<file path="config.mk">
export PLATFORM = sky130hd
export DESIGN_NAME = debounce_multi
export DESIGN_NICKNAME = d
export VERILOG_FILES = /design/src/rtl/debounce_pkg.sv /design/src/rtl/debounce_channel.sv /design/src/rtl/debounce_multi.sv
export SDC_FILE = /design/constraint.sdc
export NUM_CORES = 1
export LEC_CHECK = 0
export CORE_MARGIN = 2
export CORE_UTILIZATION = 50
export DETAILED_ROUTE_END_ITERATION = 8
export GPL_ROUTABILITY_DRIVEN = 0
export HOLD_SLACK_MARGIN = 0.12
export PLACE_DENSITY = 0.67
export SKIP_CTS_REPAIR_TIMING = 1
export SLEW_MARGIN = 20
export SYNTH_ARGS = -nofsm -noshare
export SYNTH_HDL_FRONTEND = slang
export SYNTH_SLANG_ARGS = --single-unit
</file>
<file path="constraint.sdc">
create_clock -name clk -period 2.9 [get_ports clk]
set_clock_uncertainty 0.05 [all_clocks]
set_input_delay 0.725 -clock clk [delete_from_list [all_inputs] [get_ports clk]]
set_output_delay 0.725 -clock clk [all_outputs]
set_load 0.01 [all_outputs]
</file>
<file path="src/rtl/debounce_pkg.sv">
`default_nettype none
// ============================================================================
// Module      : debounce_pkg
// Description : Shared state encoding and default sizing for debounce_multi.
// Revision    : 1.0  initial release
// ============================================================================
package debounce_pkg;

    localparam int DEF_CH = 4;
    localparam int DEF_N  = 21;

    typedef enum logic [1:0] {
        ZERO  = 2'b00,
        WAIT0 = 2'b01,
        ONE   = 2'b10,
        WAIT1 = 2'b11
    } db_state_e;

    // The encoding makes the debounced level the XOR of the two state bits.
    function automatic logic state_level(input db_state_e st);
        return st[1] ^ st[0];
    endfunction

endpackage
`default_nettype wire

</file>
<file path="src/rtl/debounce_channel.sv">
`default_nettype none
// ============================================================================
// Module      : debounce_channel
// Description : One switch channel: four-state debounce FSM with N-bit
//               down-counter and registered level / edge-pulse outputs.
// Revision    : 1.0  initial release
// ============================================================================
module debounce_channel
    import debounce_pkg::*;
#(
    parameter int N = DEF_N
) (
    input  logic clk,
    input  logic reset_n,
    input  logic i_ce,
    input  logic i_s,
    output logic o_level,
    output logic o_rise,
    output logic o_fall
);

    localparam logic [N-1:0] CNT_LAST = {{(N-1){1'b0}}, 1'b1};

    db_state_e    state_q, state_d;
    logic [N-1:0] cnt_q,   cnt_d;
    logic         level_q, level_d;
    logic         rise_q,  rise_d;
    logic         fall_q,  fall_d;

    always_comb begin
        state_d = state_q;
        cnt_d   = cnt_q;
        rise_d  = 1'b0;
        fall_d  = 1'b0;
        unique case (state_q)
            ZERO: begin
                if (i_s) begin
                    state_d = WAIT1;
                    cnt_d   = '1;
                end
            end
            WAIT1: begin
                if (!i_s) begin
                    state_d = ZERO;
                end else if (i_ce && (cnt_q != '0)) begin
                    cnt_d = cnt_q - CNT_LAST;
                    if (cnt_q == CNT_LAST) begin
                        state_d = ONE;
                        rise_d  = 1'b1;
                    end
                end
            end
            ONE: begin
                if (!i_s) begin
                    state_d = WAIT0;
                    cnt_d   = '1;
                end
            end
            WAIT0: begin
                if (i_s) begin
                    state_d = ONE;
                end else if (i_ce && (cnt_q != '0)) begin
                    cnt_d = cnt_q - CNT_LAST;
                    if (cnt_q == CNT_LAST) begin
                        state_d = ZERO;
                        fall_d  = 1'b1;
                    end
                end
            end
        endcase
        level_d = state_level(state_d);
    end

    always_ff @(posedge clk or negedge reset_n) begin
        if (!reset_n) begin
            state_q <= ZERO;
            cnt_q   <= '0;
            level_q <= 1'b0;
            rise_q  <= 1'b0;
            fall_q  <= 1'b0;
        end else begin
            state_q <= state_d;
            cnt_q   <= cnt_d;
            level_q <= level_d;
            rise_q  <= rise_d;
            fall_q  <= fall_d;
        end
    end

    assign o_level = level_q;
    assign o_rise  = rise_q;
    assign o_fall  = fall_q;

endmodule
`default_nettype wire

</file>
<file path="src/rtl/debounce_multi.sv">
`default_nettype none
// ============================================================================
// Module      : debounce_multi
// Description : CH independent switch debouncers with level, rise/fall pulses
//               and a registered any_change flag.
//               Define DEBOUNCE_SYNC_EN to add a two-flop input synchronizer.
// Revision    : 1.0  initial release
// ============================================================================
module debounce_multi
    import debounce_pkg::*;
#(
    parameter int CH = DEF_CH,
    parameter int N  = DEF_N
) (
    input  logic          clk,
    input  logic          reset_n,
    input  logic          ce,
    input  logic [CH-1:0] sw,
    output logic [CH-1:0] db_level,
    output logic [CH-1:0] db_rise,
    output logic [CH-1:0] db_fall,
    output logic          any_change
);

    logic [CH-1:0] s;

`ifdef DEBOUNCE_SYNC_EN
    logic [CH-1:0] sync1_q, sync1_d;
    logic [CH-1:0] sync2_q, sync2_d;

    always_comb begin
        sync1_d = sw;
        sync2_d = sync1_q;
    end

    always_ff @(posedge clk or negedge reset_n) begin
        if (!reset_n) begin
            sync1_q <= '0;
            sync2_q <= '0;
        end else begin
            sync1_q <= sync1_d;
            sync2_q <= sync2_d;
        end
    end

    assign s = sync2_q;
`else
    assign s = sw;
`endif

    generate
        for (genvar g = 0; g < CH; g++) begin : g_ch
            debounce_channel #(
                .N (N)
            ) u_channel (
                .clk     (clk),
                .reset_n (reset_n),
                .i_ce    (ce),
                .i_s     (s[g]),
                .o_level (db_level[g]),
                .o_rise  (db_rise[g]),
                .o_fall  (db_fall[g])
            );
        end
    endgenerate

    logic any_change_q, any_change_d;

    always_comb begin
        any_change_d = |{db_rise, db_fall};
    end

    always_ff @(posedge clk or negedge reset_n) begin
        if (!reset_n) begin
            any_change_q <= 1'b0;
        end else begin
            any_change_q <= any_change_d;
        end
    end

    assign any_change = any_change_q;

endmodule
`default_nettype wire

</file>
; Word-level counts from Yosys, hierarchy flattened
; Cells that the tools add are included.
[op_classes]
eq_ne = 32
bitwise = 4
mux = 84
n_reduce_logical = 17
addsub = 4
[op_table]
columns = op, count
row1 = $mux W21, 20
row2 = $pmux W21 S4, 4
row3 = $eq A21 B1 Y1 const B, 4
row4 = $reduce_bool A21 Y1, 4
row5 = $sub A21 B1 Y21 const B, 4
row6 = $mux W2, 32
row7 = $ne A2 B2 Y1 const B, 16
row8 = $pmux W2 S4, 4
row9 = $mux W1, 24
row10 = $eq A2 B2 Y1 const B, 8
row11 = $reduce_and A4 Y1, 4
row12 = $eq A2 B1 Y1 const B, 4
row13 = $logic_not A2 Y1, 4
row14 = $reduce_or A8 Y1, 1
row15 = $logic_and A1 B1 Y1, 4
row16 = $xor A1 B1 Y1, 4
[totals]
regBits = 105
elab_cells = 162
out_inout_bits = 13
input_bits = 7

; Longest topological paths before layout
; Gate-level depths: netlist of run 1.
[depth]
ltp_word = 6
depth_mapped = 8
mapped_depth_nobuf = 7

; Modules after synthesis
; A second synthesis of run 1 with hierarchy kept.
[unflattened]
cells_unflattened = 587
area_unflattened_um2 = 5660.4
[modules_own_cells]
columns = module, area_each_um2, cells_per_inst, seq_area_each_um2, n_inst
row1 = debounce_channel (g_ch[0].u_channel ...), 1396.3, 147, 650.6, 3
row2 = debounce_channel (g_ch[3].u_channel), 1430.1, 142, 650.6, 1
row3 = debounce_multi, 41.3, 4, 25.0, 1

; Worst setup path before layout of run 1
; OpenSTA, ideal clock, no wires.
[synth_path]
path_kind = register to register
start = register g_ch[3].u_channel.cnt_q[4]
end = register g_ch[3].u_channel.cnt_q[13]
path_buffers = 1
setup_ps = 124
stages_incl_launch_ff = 6
synth_period_minus_slack_ps = 2276
required_time_ps = 2726
path_slack_ps = 624
arrival_time_ps = 2102
cell_sequence = dfrtp_1 > or4_4 > or3_1 > buf_6 > or3_4 > a211o_2
[synth_via]
elab_chain_cells = 5
elab_cells_between_ends = 7
[synth_rtl]
columns = item, line
row1 = start: declaration, debounce_channel.sv:25  ; logic [N-1:0] cnt_q, cnt_d;
row2 = start signal: assignment, debounce_channel.sv:83  ; cnt_q <= cnt_d;
row3 = "parallel branches: the longest is 2 deep, another holds $sub A21 B1 Y21", --
row4 = $mux W21 *, "debounce_channel.sv:45, debounce_channel.sv:62"
row5 = $mux W21 (on tied branches), "debounce_channel.sv:60, debounce_channel.sv:43"
row6 = $pmux W21 S4 *, debounce_channel.sv:35  ; unique case (state_q)
; Every way passes the cells marked *. The select of a mux whose other input is x is not followed.
; A chain may end at the register's enable or synchronous reset.

; Worst setup path in the final report of run 1
[layout_path]
start = input port sw[2]
end = register g_ch[2].u_channel.cnt_q[5]
[layout_via]
elab_chain_cells = 2
elab_cells_between_ends = 5
[layout_rtl]
columns = item, line
row1 = start: declaration, debounce_multi.sv:18  ; input logic [CH-1:0] sw,
row2 = $ne A2 B2 Y1 (no source line), --
row3 = $reduce_and A4 Y1 (no source line) *, --
row4 = end signal: assignment, debounce_channel.sv:83
row5 = end: declaration, debounce_channel.sv:25
; Every way passes the cells marked *; elsewhere a longest branch is shown, timed or not.

==> summary.md, run 1 <==
| Metric | Value |
|---|---|
| Status | finished, final reports clean |
| Die W | 111 um |
| Cells after Synth | 599 |
| Post-synth top flop | dfrtp_1 |
| Final ANT Viol Nets | 0 |
| Io pins | 20 |
| Ys Warns | 0 |
| Clock sink total | 105 |
| Initial core utilization | 51.9% |
| CP top delay family | simple AND/OR/NAND/NOR gates |
| Int Pwr | 2380 uW |
| Arrival time at the worst endpoint | 2820 ps |
| Net switching power | 956 uW |
| Clock period minus worst slack | 2600 ps |
| Via count | 4,582 |
| Seq pwr share | 49.0% |
| Pleak | 0.00210 uW |
| Cell row count | 38 |
| Seq/Total Area, Yosys | 46.3% |
| Gate power share | 13.8% |
| Critical-path cell list | clkdlybuf4s50_1 -> xnor2_1 -> and2_1 -> o2111ai_1 -> nor4_1 -> mux2i_1 |
| Synth Area in Simple Gates | 27.5% |
| Worst-path maximum fanout | 7 |
| CTS tree | built |
| Final nets | 631 |
| Largest net degree at the start of global routing | 71 |
| GR Overflow Total | 0 |
| Synth Area in Compound Gates | 12.2% |
| Drt wl/cell | 15.3 um |
| Peak VDD IR | 0.490 mV |
| Synth top cells by count | dfrtp_1 (105), nand2_1 (61), nor2_1 (42) |
| EDFF count, synth | 0 |
| Clock latency on the worst-skew pair | 350 ps |
| Max Slew Vio Count | 0 |
| Adder-Cell Fraction of Synth Area | 2.65% |
| Hold Vio Cnt, Final | 0 |
| Nature of the critical path endpoint | flop |
| XOR/XNOR share of the synthesized area | 4.94% |
| Avg Cell Area, Syn | 9.47 sq um |
| H-tree depth | 3 |
| Drc violations | 0 |
| Rel. slew slack | 50.6% |
| Vias/cell | 6.05 |
| Top-count cell post-synth | dfrtp_1 |
| Setup violators final | 0 |
| Slack of the critical path | 304 ps |
| Final period utilization | 89.5% |
| Clock root buffer | clkbuf_16 |
| CP Launch Type | primary input |
| P&R area growth vs syn | 11.2% |
| Placeable core area | 10,900 sq um |
| Setup_tns | 0 ps |
| Max frequency | 385 MHz |
| Yosys top cell area share | 46.3% |
| Largest area contributor in the netlist | dfrtp_1 |
| Post-DP Area | 5990 sq um |
| Final WL | 11,600 um |
| Initial antenna violation count | 0 |
| Vias in the first global route | 4,376 |
| Max Root-Sink Buffers | 2 |
| Library cells used by synthesis | 59 |
| Switching share of power | 28.6% |
| Global-route wire length before repair | 20,300 um |
| Pwr Density | 529 nW/um^2 |
| TritonCTS Buffers | 9 |
| HP Class | flop to flop |
| Worst path max stage delay | 490 ps |
| ANT cells | 0 |
| Share of layout cells above drive strength 1 | 7.94% |
| Port Buffers | 19 |
| DIE AREA | 12,200 sq um |
| Slew @ Worst Pin | 738 ps |
| Clk pwr share | 37.2% |
| Crit path buf inv count | 1 |
| Final Core Density | 57.7% |
| Clock-pin slew on the worst setup and hold paths | 80 ps |
| Multiplexer share of the synthesized area | 1.94% |
| CP max-delay cell | clkdlybuf4s50_1 |
| Setup WS pre-CTS | 0.690 ps |
| Max Cap Viol | 0 |
| Initial DRC Count | 284 |
| Critical Path RT | 3120 ps |
| Synthesized area | 5670 sq um |
| Final Cell Area | 6310 sq um |
| Total power | 3340 uW |
| Count of state elements after synthesis | 105 |
| Synth top area cells | dfrtp_1 (46%), nand2_1 (4.0%), nor4_1 (3.0%) |
| Post-synth net total | 618 |
| Ys async rst share | 100% |
| DR pass1 iterations | 4 |
| Die Y | 111 um |
| Critical path type | primary input to flop |
| Post-DP HPWL | 7930 um |
| RSZ-0062 raised after global routing | no |
| Combinational family with the most area after synthesis | simple AND/OR/NAND/NOR gates |
| Tot GR Track Use | 19.8% |
-- final timing paths --
kind | slack (ps) | from | endpoint | cells after the start
setup / recovery | 300 | sw[2] | g_ch[2].u_channel.cnt_q[5]$_DFFE_PN0P_ | 6
hold / removal | 420 | g_ch[3].u_channel.o_fall$_DFF_PN0_ | any_change$_DFF_PN0_ | 2
setup reg to reg | 430 | g_ch[3].u_channel.cnt_q[4]$_DFFE_PN0P_ | g_ch[3].u_channel.cnt_q[15]$_DFFE_PN0P_ | 5
hold reg to reg | 420 | g_ch[3].u_channel.o_fall$_DFF_PN0_ | any_change$_DFF_PN0_ | 2
max in group asynchronous | 1540 | reset_n | g_ch[0].u_channel.cnt_q[7]$_DFFE_PN0P_ | 3
min in group asynchronous | 650 | reset_n | g_ch[3].u_channel.cnt_q[12]$_DFFE_PN0P_ | 2
-- state kept, by name (all words and copies together) (netlist names) --
name,cells
any_change,1
g_ch.u_channel.cnt_q,84
g_ch.u_channel.o_fall,4
g_ch.u_channel.o_level,4
g_ch.u_channel.o_rise,4
g_ch.u_channel.state_q,8
-- per-layer routing --
layer	share of wire (%)	up-vias	global-route usage, %
met3	3.3	10	4.34
li1	-	2241	-
met1	49	2267	26.4
met5	0	-	0
met2	47	64	32.4
met4	1.1	0	5.92
-- final cells by class --
| class | count | area, sq um |
|---|---|---|
| Timing Repair Buffer | 38 | 345 |
| Clock buffer | 9 | 225 |
| Fill cell | 963 | 4630 |
| Sequential cell | 105 | 2630 |
| Multi-Input combinational cell | 441 | 2790 |
| Inverter | 17 | 63.8 |
| Clock inverter | 7 | 80.1 |
| Tap cell | 140 | 175 |
-- power groups by stage --
| stage | sequential [uW] | combinational, uW | clock [uW] |
|---|---|---|---|
| finish | 1640 | 460 | 1240 |
| global route | 1650 | 517 | 1340 |
| floorplan | 1620 | 335 | 0 |
| global placement | 1660 | 443 | 0 |
| CTS | 1640 | 463 | 1280 |
| detailed placement | 1660 | 461 | 0 |
-- through the flow --
| stage | cells | hold slack (ps) |
|---|---|---|
| 2_1_floorplan | 599 | 379 |
| 3_3_place_gp | 740 | 406 |
| 3_5_place_dp | 740 | 414 |
| 4_1_cts | 756 | 103 |
| 5_1_grt | 757 | 447 |
| 6_report | 757 | 422 |
-- cell usage in the layout (no fill, tap or decap), drive strengths merged, types with 12 or more instances in the layout --
cell / instances
inv: 18
nand2: 61
o21ai: 27
dfrtp: 105
xor2: 16
nand4: 13
nand3: 27
nor4: 29
or3: 21
nor3: 27
o31ai: 13
or4: 19
clkdlybuf4s50: 18
ha: 12
nor2: 42
xnor2: 16
buf: 19
-- worst register-to-register path, delay by kind of cell, from the launching register on --
family	cells	cell delay, ps
AO/OA/AOI/OAI	2	360
flip-flops	1	410
AND/OR/NAND/NOR	3	1500
-- cell families after synthesis --
| group | count (synthesis) |
|---|---|
| multiplexers | 11 |
| adder cells (fa/ha/maj) | 12 |
| AND/OR/NAND/NOR | 287 |
| flip-flops | 105 |
| XOR/XNOR | 32 |
| buffers and inverters | 53 |
| AO/OA/AOI/OAI | 99 |
No activity file was read; power rests on OpenSTA's default activity.
==> run 2, diff against run 1 <==
--- a/config.mk
+++ b/config.mk
@@ -7,6 +7,7 @@
 export LEC_CHECK = 0
 export CORE_MARGIN = 2
 export CORE_UTILIZATION = 50
+export CTS_BUF_LIST = sky130_fd_sc_hd__clkbuf_4
 export DETAILED_ROUTE_END_ITERATION = 8
 export GPL_ROUTABILITY_DRIVEN = 0
 export HOLD_SLACK_MARGIN = 0.12
==> summary.md, run 2 (same netlist as run 1, synthesis figures left out) <==
| Metric | Value |
|---|---|
| Most frequent cells in the layout | dfrtp_1 (105), nand2_1 (61), nor2_1 (42) |
| GR Overflow Total | 0 |
| Final period utilization | 85.4% |
| Pwr Density | 468 nW/um^2 |
| TritonCTS Buffers | 9 |
| ANT cells | 0 |
| Max Root-Sink Buffers | 2 |
| Global-route wire length before repair | 20,200 um |
| Critical Path RT | 3230 ps |
| Peak VDD IR | 0.339 mV |
| Final nets | 631 |
| Worst hold path depth | 2 |
| CTS tree | built |
| Max Cap Viol | 0 |
| RSZ-0062 raised after global routing | no |
| Hold Vio Cnt, Final | 0 |
| H-tree depth | 3 |
| Worst reg2reg path startpoint | g_ch[3].u_channel.cnt_q[4]$_DFFE_PN0P_ |
| Critical-path cell list | or4_4 -> or3_1 -> or3_4 -> o31ai_1 -> o311ai_1 |
| Slew @ Worst Pin | 717 ps |
| Reg2reg end | g_ch[3].u_channel.cnt_q[15]$_DFFE_PN0P_ |
| Die W | 111 um |
| Final ANT Viol Nets | 0 |
| Most common cell after layout, fill and taps aside | dfrtp_1 |
| Clock sink total | 105 |
| Rel. slew slack | 52.0% |
| Largest net degree at the start of global routing | 71 |
| Max Slew Vio Count | 0 |
| Max reg flops | 84 |
| Pleak | 0.00203 uW |
| P&R area growth vs syn | 8.41% |
| Initial antenna violation count | 0 |
| Post-DP HPWL | 7930 um |
| Initial DRC Count | 263 |
| Worst R2R Setup Slack | 420 ps |
| Initial core utilization | 51.9% |
| Tot GR Track Use | 19.7% |
| Cell row count | 38 |
| Final WL | 11,500 um |
| Clock root buffer | clkbuf_4 |
| Vias in the first global route | 4,338 |
| Placeable core area | 10,900 sq um |
| CP top delay family | simple AND/OR/NAND/NOR gates |
| CP max-delay cell | or4_4 |
| Clock latency on the worst-skew pair | 490 ps |
| DIE AREA | 12,200 sq um |
| Inst Count DP | 740 |
| Crit path capture | g_ch[3].u_channel.cnt_q[15]$_DFFE_PN0P_ |
| Io pins | 20 |
| CP Launch Type | flop |
| Setup violators final | 0 |
| Vias/cell | 6.02 |
| Critical path startpoint | g_ch[3].u_channel.cnt_q[4]$_DFFE_PN0P_ |
| Drt wl/cell | 15.1 um |
| Via count | 4,560 |
| Port Buffers | 19 |
| Status | finished, final reports clean |
| Crit path buf inv count | 0 |
| Non-filler instance count after layout | 757 |
| Critical path type | flop to flop |
| Arrival time at the worst endpoint | 2810 ps |
| Largest regs | g_ch.u_channel.cnt_q x84, g_ch.u_channel.state_q x8 |
| Nature of the critical path endpoint | flop |
| Worst-path maximum fanout | 9 |
| Share of layout cells above drive strength 1 | 7.94% |
| DR pass1 iterations | 5 |
| HP Class | flop to flop |
| Max frequency | 404 MHz |
| Drc violations | 0 |
| Setup_tns | 0 ps |
| CP Depth | 5 |
| Clock-pin slew on the worst setup and hold paths | 170 ps |
| Register bank with the most flops | g_ch.u_channel.cnt_q |
| Fill count | 982 |
| Clock period minus worst slack | 2480 ps |
| Die Y | 111 um |
| Worst path max stage delay | 560 ps |
| R2R cell count | 5 |
run 2: changes by cell type in the layout (fill, tap and decap cells not counted):
cell and change:
clkbuf_16 -9, clkbuf_4 +9
run 2: power breakdown:
part	switching, uW	internal (uW)	total, uW
Combinational	293	164	457
Clock	512	270	782
Sequential	94.1	1540	1640
run 2: layout make-up:
type / count / area [sq um] / share of cell area (%)
multi-input combinational: 441 / 2790 / 45.4
sequential: 105 / 2630 / 42.7
clock inverter: 7 / 80.1 / 1.30
tap: 140 / 175 / 2.85
timing repair buffer: 38 / 345 / 5.62
inverter: 17 / 63.8 / 1.04
clock buffer: 9 / 67.6 / 1.10
run 2: worst min-delay path: cells and delay by family (launching register included):
family | cells | cell delay, ps
flip-flops | 1 | 390
AND/OR/NAND/NOR | 2 | 90
run 2: how the worst min path moves through the flow:
stage                     slack, ps                          startpoint                                       to
after floorplan                 380                             reset_n                     any_change$_DFF_PN0_
after CTS                       -80                             reset_n  g_ch[3].u_channel.cnt_q[12]$_DFFE_PN0P_
after global routing            450                             reset_n  g_ch[3].u_channel.cnt_q[12]$_DFFE_PN0P_
final                           440  g_ch[3].u_channel.o_fall$_DFF_PN0_                     any_change$_DFF_PN0_
after global placement          410  g_ch[3].u_channel.o_fall$_DFF_PN0_                     any_change$_DFF_PN0_
after detailed placement        410  g_ch[3].u_channel.o_fall$_DFF_PN0_                     any_change$_DFF_PN0_
run 2: metal layers:
metal	share of wire (%)	vias up	global-route usage [%]	wire [um]
li1	-	2234	-	-
met2	47	74	31.9	5330
met5	0	-	0	0
met1	48	2236	26.2	5550
met3	3.7	16	5.38	420
met4	1.4	0	5.17	157
run 2: metrics by stage:
step                      cell area (sq um)  hold WS [ps]  utilization (%)  setup WS, ps  total power (uW)
final                                  6150           436             56.2           424              2870
after CTS                              6140         -80.0             56.1           435              2910
after floorplan                        5670           379                -           624              1960
after global placement                 5990           406             54.8           122              2100
after detailed placement               5990           414             54.8         0.690              2120
after global routing                   6150           449             56.2           260              3050
==> run 3, diff against run 2 <==
--- a/config.mk
+++ b/config.mk
@@ -13,7 +13,6 @@
 export HOLD_SLACK_MARGIN = 0.12
 export PLACE_DENSITY = 0.67
 export SKIP_CTS_REPAIR_TIMING = 1
-export SLEW_MARGIN = 20
 export SYNTH_ARGS = -nofsm -noshare
 export SYNTH_HDL_FRONTEND = slang
 export SYNTH_SLANG_ARGS = --single-unit
==> results of run 3 <==
No change in the layout: final DEF, timing and power equal those of run 2.
